===== config.mk =====
export PLATFORM = sky130hd
export DESIGN_NAME = mem_arbiter_flat
export DESIGN_NICKNAME = d
export VERILOG_FILES = /design/src/rtl/mem_arb_pkg.sv /design/src/rtl/mem_arbiter_if.sv /design/src/rtl/rr_arbiter2.sv /design/src/rtl/mem_arbiter.sv /design/src/flat_wrapper.sv
export SDC_FILE = /design/constraint.sdc
export NUM_CORES = 1
export LEC_CHECK = 0
export CORE_UTILIZATION = 30
export DETAILED_ROUTE_END_ITERATION = 10
export GPL_TIMING_DRIVEN = 0
export PLACE_DENSITY = 0.53
export SYNTH_ARGS = -nofsm -noshare
export SYNTH_HDL_FRONTEND = slang
export SYNTH_SLANG_ARGS = --single-unit

===== constraint.sdc =====
create_clock -name clock -period 7.9 [get_ports clock]
set_input_delay 1.58 -clock clock [delete_from_list [all_inputs] [get_ports clock]]
set_output_delay 1.58 -clock clock [all_outputs]
set_load 0.01 [all_outputs]

===== src/rtl/mem_arb_pkg.sv =====
// rtl/mem_arb_pkg.sv - shared types and constants for the block-transfer memory arbiter
package mem_arb_pkg;

    typedef enum logic [1:0] {
        ST_IDLE = 2'd0,
        ST_XFER = 2'd1,
        ST_DONE = 2'd2
    } arb_state_e;

    localparam int   WORDS_PER_BLOCK = 4;
    localparam logic READ            = 1'b0;
    localparam logic WRITE           = 1'b1;

endpackage


===== src/rtl/mem_arbiter_if.sv =====
// rtl/mem_arbiter_if.sv - requester and main-memory signal bundle for mem_arbiter
interface mem_arbiter_if
    import mem_arb_pkg::*;
#(
    parameter int ADDR_W = 10,
    parameter int WORD_W = 32
);
    logic                              req0;
    logic                              req1;
    logic                              rw0;
    logic                              rw1;
    logic [ADDR_W-5:0]                 blk0;
    logic [ADDR_W-5:0]                 blk1;
    logic [WORDS_PER_BLOCK*WORD_W-1:0] wdata0;
    logic [WORDS_PER_BLOCK*WORD_W-1:0] wdata1;
    logic [1:0]                        grant;
    logic                              done0;
    logic                              done1;
    logic [WORDS_PER_BLOCK*WORD_W-1:0] rdata;
    logic                              mem_en;
    logic                              mem_rw;
    logic [ADDR_W-1:0]                 mem_address;
    logic [WORD_W-1:0]                 mem_writeData;
    logic [WORD_W-1:0]                 mem_readData;
    logic                              mem_ready;

    modport slave (
        input  req0, req1, rw0, rw1, blk0, blk1, wdata0, wdata1,
        input  mem_readData, mem_ready,
        output grant, done0, done1, rdata,
        output mem_en, mem_rw, mem_address, mem_writeData
    );

    modport master (
        output req0, req1, rw0, rw1, blk0, blk1, wdata0, wdata1,
        output mem_readData, mem_ready,
        input  grant, done0, done1, rdata,
        input  mem_en, mem_rw, mem_address, mem_writeData
    );
endinterface


===== src/rtl/rr_arbiter2.sv =====
// rtl/rr_arbiter2.sv - two-input round-robin arbiter with one-hot grant
module rr_arbiter2 (
    input  logic       clk_i,
    input  logic       rst_i,
    input  logic [1:0] req_i,
    input  logic       update_i,
    output logic [1:0] gnt_o
);
    // last_q holds the index of the requester granted most recently
    logic last_q;
    logic last_d;

    always_comb begin
        gnt_o = req_i;
        if (req_i == 2'b11) begin
            gnt_o = last_q ? 2'b01 : 2'b10;
        end
    end

    always_comb begin
        last_d = last_q;
        if (update_i && (gnt_o != 2'b00)) begin
            last_d = gnt_o[1];
        end
    end

    always_ff @(posedge clk_i) begin
        if (rst_i) begin
            last_q <= 1'b1;
        end else begin
            last_q <= last_d;
        end
    end
endmodule


===== src/rtl/mem_arbiter.sv =====
// rtl/mem_arbiter.sv - arbitrates two block requesters onto a single-word main-memory port
module mem_arbiter
    import mem_arb_pkg::*;
#(
    parameter int ADDR_W = 10,
    parameter int WORD_W = 32
) (
    input  logic          clock,
    input  logic          reset,
    mem_arbiter_if.slave  bus
);
    localparam int BLK_W   = ADDR_W - 4;
    localparam int BLOCK_W = WORDS_PER_BLOCK * WORD_W;

    arb_state_e          state_q, state_d;
    logic [1:0]          grant_q, grant_d;
    logic [1:0]          cnt_q, cnt_d;
    logic [1:0]          cnt_nxt;
    logic                rw_q, rw_d;
    logic [BLK_W-1:0]    blk_q, blk_d;
    logic [BLOCK_W-1:0]  wdata_q, wdata_d;
    logic [BLOCK_W-1:0]  rbuf_q, rbuf_d;
    logic [BLOCK_W-1:0]  rdata_q, rdata_d;
    logic                done0_q, done0_d;
    logic                done1_q, done1_d;
    logic                mem_en_q, mem_en_d;
    logic                mem_rw_q, mem_rw_d;
    logic [ADDR_W-1:0]   mem_addr_q, mem_addr_d;
    logic [WORD_W-1:0]   mem_wd_q, mem_wd_d;

    logic [1:0]          arb_gnt;
    logic                arb_update;
    logic                sel_rw;
    logic [BLK_W-1:0]    sel_blk;
    logic [BLOCK_W-1:0]  sel_wdata;

    rr_arbiter2 u_arb (
        .clk_i    (clock),
        .rst_i    (reset),
        .req_i    ({bus.req1, bus.req0}),
        .update_i (arb_update),
        .gnt_o    (arb_gnt)
    );

    assign sel_rw    = arb_gnt[1] ? bus.rw1    : bus.rw0;
    assign sel_blk   = arb_gnt[1] ? bus.blk1   : bus.blk0;
    assign sel_wdata = arb_gnt[1] ? bus.wdata1 : bus.wdata0;
    assign cnt_nxt   = cnt_q + 2'd1;

    always_comb begin
        state_d    = state_q;
        grant_d    = grant_q;
        cnt_d      = cnt_q;
        rw_d       = rw_q;
        blk_d      = blk_q;
        wdata_d    = wdata_q;
        rbuf_d     = rbuf_q;
        rdata_d    = rdata_q;
        done0_d    = 1'b0;
        done1_d    = 1'b0;
        mem_en_d   = mem_en_q;
        mem_rw_d   = mem_rw_q;
        mem_addr_d = mem_addr_q;
        mem_wd_d   = mem_wd_q;
        arb_update = 1'b0;

        case (state_q)
            ST_IDLE: begin
                if (bus.req0 || bus.req1) begin
                    arb_update = 1'b1;
                    state_d    = ST_XFER;
                    grant_d    = arb_gnt;
                    cnt_d      = 2'd0;
                    rw_d       = sel_rw;
                    blk_d      = sel_blk;
                    wdata_d    = sel_wdata;
                    mem_en_d   = 1'b1;
                    mem_rw_d   = sel_rw;
                    mem_addr_d = {sel_blk, 2'd0, 2'b00};
                    mem_wd_d   = sel_wdata[WORD_W-1:0];
                end
            end
            ST_XFER: begin
                // Stalled accesses keep every registered output frozen
                if (bus.mem_ready) begin
                    if (rw_q == READ) begin
                        rbuf_d[int'(cnt_q)*WORD_W +: WORD_W] = bus.mem_readData;
                    end
                    cnt_d = cnt_nxt;
                    if (cnt_q == 2'(WORDS_PER_BLOCK - 1)) begin
                        state_d  = ST_DONE;
                        mem_en_d = 1'b0;
                        done0_d  = grant_q[0];
                        done1_d  = grant_q[1];
                        rdata_d  = (rw_q == WRITE) ? wdata_q : rbuf_d;
                    end else begin
                        mem_addr_d = {blk_q, cnt_nxt, 2'b00};
                        mem_wd_d   = wdata_q[int'(cnt_nxt)*WORD_W +: WORD_W];
                    end
                end
            end
            ST_DONE: begin
                state_d = ST_IDLE;
                grant_d = 2'b00;
            end
            default: begin
                state_d = ST_IDLE;
            end
        endcase
    end

    always_ff @(posedge clock) begin
        if (reset) begin
            state_q    <= ST_IDLE;
            grant_q    <= 2'b00;
            cnt_q      <= 2'd0;
            rw_q       <= READ;
            blk_q      <= '0;
            wdata_q    <= '0;
            rbuf_q     <= '0;
            rdata_q    <= '0;
            done0_q    <= 1'b0;
            done1_q    <= 1'b0;
            mem_en_q   <= 1'b0;
            mem_rw_q   <= 1'b0;
            mem_addr_q <= '0;
            mem_wd_q   <= '0;
        end else begin
            state_q    <= state_d;
            grant_q    <= grant_d;
            cnt_q      <= cnt_d;
            rw_q       <= rw_d;
            blk_q      <= blk_d;
            wdata_q    <= wdata_d;
            rbuf_q     <= rbuf_d;
            rdata_q    <= rdata_d;
            done0_q    <= done0_d;
            done1_q    <= done1_d;
            mem_en_q   <= mem_en_d;
            mem_rw_q   <= mem_rw_d;
            mem_addr_q <= mem_addr_d;
            mem_wd_q   <= mem_wd_d;
        end
    end

    assign bus.grant         = grant_q;
    assign bus.done0         = done0_q;
    assign bus.done1         = done1_q;
    assign bus.rdata         = rdata_q;
    assign bus.mem_en        = mem_en_q;
    assign bus.mem_rw        = mem_rw_q;
    assign bus.mem_address   = mem_addr_q;
    assign bus.mem_writeData = mem_wd_q;
endmodule


===== src/flat_wrapper.sv =====
// flat-port wrapper written by rule: the top's interface ports become plain ports
module mem_arbiter_flat import mem_arb_pkg::*;
#(
    parameter int ADDR_W = 10,
    parameter int WORD_W = 32
)
  (clock, reset, bus_req0, bus_req1, bus_rw0, bus_rw1, bus_blk0, bus_blk1, bus_wdata0, bus_wdata1, bus_mem_readData, bus_mem_ready, bus_grant, bus_done0, bus_done1, bus_rdata, bus_mem_en, bus_mem_rw, bus_mem_address, bus_mem_writeData);
  mem_arbiter_if #(.ADDR_W(ADDR_W), .WORD_W(WORD_W)) bus_i ();
  input  logic clock;
  input  logic reset;
  input wire logic [$bits(bus_i.req0)-1:0] bus_req0;
  input wire logic [$bits(bus_i.req1)-1:0] bus_req1;
  input wire logic [$bits(bus_i.rw0)-1:0] bus_rw0;
  input wire logic [$bits(bus_i.rw1)-1:0] bus_rw1;
  input wire logic [$bits(bus_i.blk0)-1:0] bus_blk0;
  input wire logic [$bits(bus_i.blk1)-1:0] bus_blk1;
  input wire logic [$bits(bus_i.wdata0)-1:0] bus_wdata0;
  input wire logic [$bits(bus_i.wdata1)-1:0] bus_wdata1;
  input wire logic [$bits(bus_i.mem_readData)-1:0] bus_mem_readData;
  input wire logic [$bits(bus_i.mem_ready)-1:0] bus_mem_ready;
  output wire logic [$bits(bus_i.grant)-1:0] bus_grant;
  output wire logic [$bits(bus_i.done0)-1:0] bus_done0;
  output wire logic [$bits(bus_i.done1)-1:0] bus_done1;
  output wire logic [$bits(bus_i.rdata)-1:0] bus_rdata;
  output wire logic [$bits(bus_i.mem_en)-1:0] bus_mem_en;
  output wire logic [$bits(bus_i.mem_rw)-1:0] bus_mem_rw;
  output wire logic [$bits(bus_i.mem_address)-1:0] bus_mem_address;
  output wire logic [$bits(bus_i.mem_writeData)-1:0] bus_mem_writeData;
  assign bus_i.req0 = bus_req0;
  assign bus_i.req1 = bus_req1;
  assign bus_i.rw0 = bus_rw0;
  assign bus_i.rw1 = bus_rw1;
  assign bus_i.blk0 = bus_blk0;
  assign bus_i.blk1 = bus_blk1;
  assign bus_i.wdata0 = bus_wdata0;
  assign bus_i.wdata1 = bus_wdata1;
  assign bus_i.mem_readData = bus_mem_readData;
  assign bus_i.mem_ready = bus_mem_ready;
  assign bus_grant = bus_i.grant;
  assign bus_done0 = bus_i.done0;
  assign bus_done1 = bus_i.done1;
  assign bus_rdata = bus_i.rdata;
  assign bus_mem_en = bus_i.mem_en;
  assign bus_mem_rw = bus_i.mem_rw;
  assign bus_mem_address = bus_i.mem_address;
  assign bus_mem_writeData = bus_i.mem_writeData;
  mem_arbiter #(.ADDR_W(ADDR_W), .WORD_W(WORD_W)) u_core (.clock(clock), .reset(reset), .bus(bus_i));
endmodule

==> results.md, run 1 <==
- Hold slack: 458 ps
- Fin Setup TNS: 0 ps
- Overflow after GRT: 0
- Vias: 19283
- Largest net degree at the start of global routing: 14
- Die width: 251 um
- Layout cell share with drive strength beyond 1: 8.29%
- Syn avg cell area: 8.46 sq um
- Count of non-filler cells in the finished layout: 3519
- Design Power: 5.58 mW
- CTS tree: done
- Clock Pin Slew Worst Setup and Hold Paths: 60 ps
- Core area: 60800 sq um
- Clk Latency, worst-skew pair: 590 ps
- FMAX: 256 MHz
- Register Area: 8190 sq um
- Htree depth: 2
- Fillers: 6154
- Top FF cell, synth: dfxtp_1
- Logic pwr share: 16.0%
- CTS sink cnt: 409
- NetSw: 1.57 mW
- Routed WL: 91800 um
- Max-Slew Margin vs Limit: 25.4%
- Final max-slew violation count: 0
- Post-synth EDFFs: 0
- Number of I/O pins: 483
- Die area: 63100 sq um
- # rows: 90
- Internal power: 4.01 mW
- Initial DRC count: 1628
- Die height: 251 um
- Slowest stage cell, crit path: ha_1
- Status: finished clean
- Worst-Margin Slew: 1120 ps
- FFs w/ async S/R, synth: 0%
- Drt pass-1 iters: 6
- Multi-input logic area: 9250 sq um
- Top Family by Delay on Critical Path: buffers and inverters
- Reg power frac: 41.0%
- PwrDens: 217 nW/um^2
- Vias in the first global route: 19017
- Maxcap violations: 0
- First-pass GRT wire length: 131000 um
- DP Wirelength: 73700 um
- Area Growth Syn to Fin: 38.4%
- CP arrival: 4410 ps
- WP data required: 8400 ps
- Syn Inst Count: 2202
- CP most frequent cell: buf_2
- Total track usage: 28.2%
- CP endpoint kind: register
- Net Sw Frac: 28.1%
- Unique masters post-synth: 52
- Max clock buf depth: 3
- Slowest stage delay, CP: 500 ps
- # Post-CTS Setup Buffers: 0
- Clock Power Share: 43.0%
- Fin crit share: 49.5%
- Initial Utilization: 30.6%
- Drc violations: 0
- Via-per-instance ratio: 5.48
- ANT nets after route: 0
- Design area: 25800 sq um
- Port bufs: 448
- Wire per inst: 26.1 um
- Final setup viols: 0
- RSZ-0062 raised after global routing: no
- Cell Area, Synth: 18600 sq um
- Max VDD drop: 0.154 mV
- Crit path cell chain: buf_2 -> buf_2 -> buf_2 -> inv_1 -> ha_1 -> nor2b_1 -> clkbuf_1 -> and4b_1 -> clkbuf_1 -> buf_2 -> a22oi_1 -> nor2_1
- Final net count: 3012
- Final hold viol count: 0
- Post-cts sizing count: 0
- Clock skew: 24.2 ps
- LEAKAGE: 9.45 nW
- CP startpoint kind: register
- Worst Hold Class: reg -> reg
- Cts bufs inserted: 47
- Warnings from Yosys: 0
- # hold bufs at CTS: 0
- Minimum clock period after layout: 3910 ps
- Dpl cells: 3433
- Buf+Inv Stages, Crit Path: 7
- Register bit count reported by yosys: 409
- Crit Path Category: reg -> reg
- GPL Wtd Cong: 0.931
- Register area share after synthesis: 43.9%
- Clock Tree Root: clkbuf_16
- Diode count: 0
- Initial antenna violation count: 2
- Crit-path max FO: 10
- Cell Area, Placed: 24100 sq um
[power groups by stage]
stage	logic (mW)	clock network, mW	registers, mW
4_1_cts	0.887	2.43	2.29
3_3_place_gp	0.876	0	2.33
2_1_floorplan	0.441	0	2.28
3_5_place_dp	0.882	0	2.33
5_1_grt	0.953	2.52	2.30
6_report	0.894	2.40	2.29
[cell type report]
class | instances | share of cell area, %
sequential | 409 | 31.8
timing repair buffer | 448 | 17.4
clock inverter | 23 | 1.25
clock buffer | 63 | 5.27
multi-input combinational | 1532 | 35.9
inverter | 6 | 0.0874
tap | 782 | 3.80
buffer | 256 | 4.55
[placed cells by master (no fill, tap or decap), types with 38 or more instances in the layout]
| cell | instances |
|---|---|
| clkbuf_1 | 138 |
| clkbuf_16 | 49 |
| clkdlybuf4s50_1 | 448 |
| buf_2 | 98 |
| a22oi_1 | 127 |
| a221oi_1 | 42 |
| nor2_1 | 244 |
| nand2_1 | 350 |
| nand2b_1 | 38 |
| mux2i_1 | 71 |
| a311oi_1 | 97 |
| nand3_1 | 66 |
| nor3_1 | 66 |
| a21oi_1 | 104 |
| dfxtp_1 | 409 |
[synthesized netlist by cell type (2+ instances only)]
library cell	count	area (sq um)
dfxtp_1	409	8190
nand2_1	350	1310
nor2_1	244	916
clkbuf_1	132	495
a22oi_1	127	953
a21oi_1	104	521
buf_2	98	490
a311oi_1	97	850
mux2i_1	71	711
nand3_1	66	330
nor3_1	66	330
a221oi_1	42	368
nand2b_1	38	238
a31oi_1	34	213
nand3b_1	34	255
nor2b_1	34	213
a211o_1	32	280
a221o_1	32	320
o211a_1	32	320
o21a_1	32	240
o21ai_0	32	160
a221oi_2	20	300
buf_4	16	120
a211oi_1	7	52.6
a32o_1	6	60.1
buf_1	6	22.5
ha_1	5	62.6
inv_1	5	18.8
buf_6	4	45.0
and2_1	3	18.8
a2bb2oi_1	2	17.5
and4b_1	2	20.0
[through the flow]
| step | util, % | worst slack, ps |
|---|---|---|
| 2_1_floorplan | - | 5160 |
| 3_5_place_dp | 39.6 | 3570 |
| 4_1_cts | 42.4 | 4140 |
| 6_report | 42.4 | 3990 |
| 3_3_place_gp | 39.6 | 3640 |
| 5_1_grt | 42.4 | 3870 |
[worst min-delay path, cell delays in order (launching register included)]
cell     delay [ps]
dfxtp_1         310
nand2_1          50
a21oi_1          50
[final timing paths]
path | slack (ps) | start | cells after the start | to
setup / recovery | 3990 | u_core.cnt_q[0] | 12 | u_core.rbuf_q[91]
hold / removal | 460 | u_core.bus.rdata[81] | 2 | u_core.bus.rdata[81]
setup reg to reg | 3990 | u_core.cnt_q[0] | 12 | u_core.rbuf_q[91]
hold reg to reg | 460 | u_core.bus.rdata[81] | 2 | u_core.bus.rdata[81]
[sequential cells by signal (all words and copies together), names as in the netlist]
| register | flops |
|---|---|
| u_core.bus.mem_address | 8 |
| u_core.bus.grant | 2 |
| u_core.bus.done1 | 1 |
| u_core.wdata_q | 128 |
| u_core.u_arb.last_q | 1 |
| u_core.bus.done0 | 1 |
| u_core.bus.mem_en | 1 |
| u_core.blk_q | 6 |
| u_core.bus.mem_writeData | 32 |
| u_core.rw_q | 1 |
| u_core.rbuf_q | 96 |
| u_core.bus.rdata | 128 |
| u_core.state_q | 2 |
| u_core.cnt_q | 2 |
[per-layer routing]
metal | up-vias | global-route usage (%) | part of all wire (%)
li1 | 8941 | - | -
met1 | 9379 | 36.8 | 44
met4 | 0 | 8.12 | 2.6
met3 | 116 | 6.56 | 8.0
met5 | - | 0 | 0
met2 | 847 | 46.0 | 46
[kinds of logic after synthesis]
logic type / count (synthesis) / synth area share, %
buffers and inverters: 262 / 6.42
muxes: 71 / 3.81
and+or+nand+nor: 849 / 20.2
other: 1 / 0.0201
AOI/OAI and AO/OA: 605 / 25.3
adders and majority gates: 5 / 0.336
DFF: 409 / 43.9
(Power assumes the default switching activity.)
==> run 2, diff against run 1 <==
clock period = 3.6 ns   (was 7.9 ns; I/O delays follow)
==> results.md, run 2 (synthesis gave the netlist of run 1 again) <==
- Max-Slew Margin vs Limit: 24.5%
- Top Metal Used: met4
- RSZ-0062 raised after global routing: no
- Initial DRC count: 1620
- Initial Utilization: 30.6%
- Die height: 251 um
- FMAX: 293 MHz
- NetSw: 3.45 mW
- Flop2flop setup slack: 190 ps
- Wire per inst: 26.1 um
- Largest net degree at the start of global routing: 14
- Hold depth: 2
- Reg power frac: 41.0%
- Multi-input logic area: 9250 sq um
- Fin Setup TNS: 0 ps
- Design area: 25800 sq um
- Crit Path Category: reg -> reg
- Overflow after GRT: 0
- Die area: 63100 sq um
- Vias in the first global route: 19017
- Final max-slew violation count: 0
- Fin crit share: 94.7%
- Max clock buf depth: 3
- Post-cts sizing count: 2
- PwrDens: 475 nW/um^2
- Clk Latency, worst-skew pair: 600 ps
- DP Worst Slack: -138 ps
- First-pass GRT wire length: 131000 um
- RR Endpoint: u_core.rbuf_q[91]
- Most frequent cells in the layout: clkdlybuf4s50_1 (448), dfxtp_1 (409), nand2_1 (350)
- Final Core Density: 42.4%
- Worst R2R Path Depth: 11
- Core area: 60800 sq um
- Crit-path max FO: 10
- Net Sw Frac: 28.1%
- Setup crit start: u_core.cnt_q[0]
- DP Wirelength: 73700 um
- Clock skew: 26.8 ps
- Clock Tree Root: clkbuf_16
- Vias: 19200
- CP startpoint kind: register
- CP arrival: 3920 ps
- # rows: 90
- CP endpoint kind: register
- Met2 wire len: 42000 um
- LEAKAGE: 9.45 nW
- GPL Wtd Cong: 0.931
- Worst Hold Class: reg -> reg
- Total track usage: 28.2%
- Commonest non-fill, non-tap cell in the layout: clkdlybuf4s50_1
- Port bufs: 448
- Area Growth Syn to Fin: 38.4%
- Die width: 251 um
- Layout cell share with drive strength beyond 1: 8.33%
- Minimum clock period after layout: 3410 ps
- Design Power: 12.3 mW
- Routed WL: 91800 um
- Drt pass-1 iters: 6
- Worst-Margin Slew: 1130 ps
- Worst reg2reg startpoint: u_core.cnt_q[0]
- Final net count: 3012
- CTS tree: done
- Via-per-instance ratio: 5.46
- Cts bufs inserted: 47
- Drc violations: 0
- WP data required: 4110 ps
- Metal-1 WL: 40000 um
- ANT nets after route: 0
- Diode count: 0
- Htree depth: 2
- Logic pwr share: 16.0%
- Final setup viols: 0
- # hold bufs at CTS: 0
- Max VDD drop: 0.336 mV
- Setup ws final: 191 ps
- # Post-CTS Setup Buffers: 0
- Internal power: 8.81 mW
- Number of I/O pins: 483
- Clock Power Share: 43.0%
- Clock Pin Slew Worst Setup and Hold Paths: 60 ps
- Status: finished clean
- Setup crit end: u_core.rbuf_q[91]
- Register Area: 8190 sq um
- Fillers: 6152
- Initial antenna violation count: 2
- Maxcap violations: 0
- Final hold viol count: 0
- Cell Area, Placed: 24100 sq um
- CTS sink cnt: 409
- DR WL met3: 7390 um
[run 2: cell types whose count changed in the layout (fill, tap and decap cells not counted)]
cell and change:
buf_2 -2, buf_4 +2, clkbuf_2 +1, clkbuf_1 -1
[run 2: how the worst min path moves through the flow]
stage	startpoint	to	slack [ps]
floorplan	u_core.rbuf_q[62]	u_core.rbuf_q[62]	430
global placement	u_core.rbuf_q[62]	u_core.rbuf_q[62]	450
detailed placement	u_core.bus.rdata[66]	u_core.bus.rdata[66]	450
CTS	u_core.bus.rdata[66]	u_core.bus.rdata[66]	460
global route	u_core.bus.rdata[95]	u_core.bus.rdata[95]	480
finish	u_core.bus.rdata[81]	u_core.bus.rdata[81]	460
[run 2: cell type report]
class / instances / area share [%]
Tap cell: 782 / 3.79
Inverter: 6 / 0.0873
Buffer: 256 / 4.58
Timing Repair Buffer: 448 / 17.4
Clock buffer: 63 / 5.27
Clock inverter: 23 / 1.25
Multi-Input combinational cell: 1532 / 35.9
Sequential cell: 409 / 31.8
[run 2: through the flow]
step	hold WS [ps]	std cells
2_1_floorplan	432	2203
5_1_grt	480	3519
6_report	458	3519
3_5_place_dp	449	3433
3_3_place_gp	445	3433
4_1_cts	458	3519
[run 2: critical path: stages (launching register included)]
cell      delay (ps)
dfxtp_1          350
buf_2            240
buf_4            300
buf_4            290
inv_1            130
ha_1             290
nor3b_2          570
and4b_1          280
clkbuf_1         310
buf_2            310
a22oi_1          120
nor2_1           120
[run 2: power by group through the flow]
stage          Sequential [mW]  Combinational (mW)  Clock (mW)
2_1_floorplan             5.01               0.969           0
3_3_place_gp              5.11                1.92           0
3_5_place_dp              5.11                1.93           0
4_1_cts                   5.02                1.95        5.32
5_1_grt                   5.04                2.09        5.53
6_report                  5.03                1.96        5.27
[run 2: layer usage]
| metal | vias to the layer above | GRT usage [%] |
|---|---|---|
| met2 | 811 | 46.0 |
| met1 | 9326 | 36.8 |
| met3 | 111 | 6.56 |
| li1 | 8952 | - |
| met4 | 0 | 8.12 |
| met5 | - | 0 |
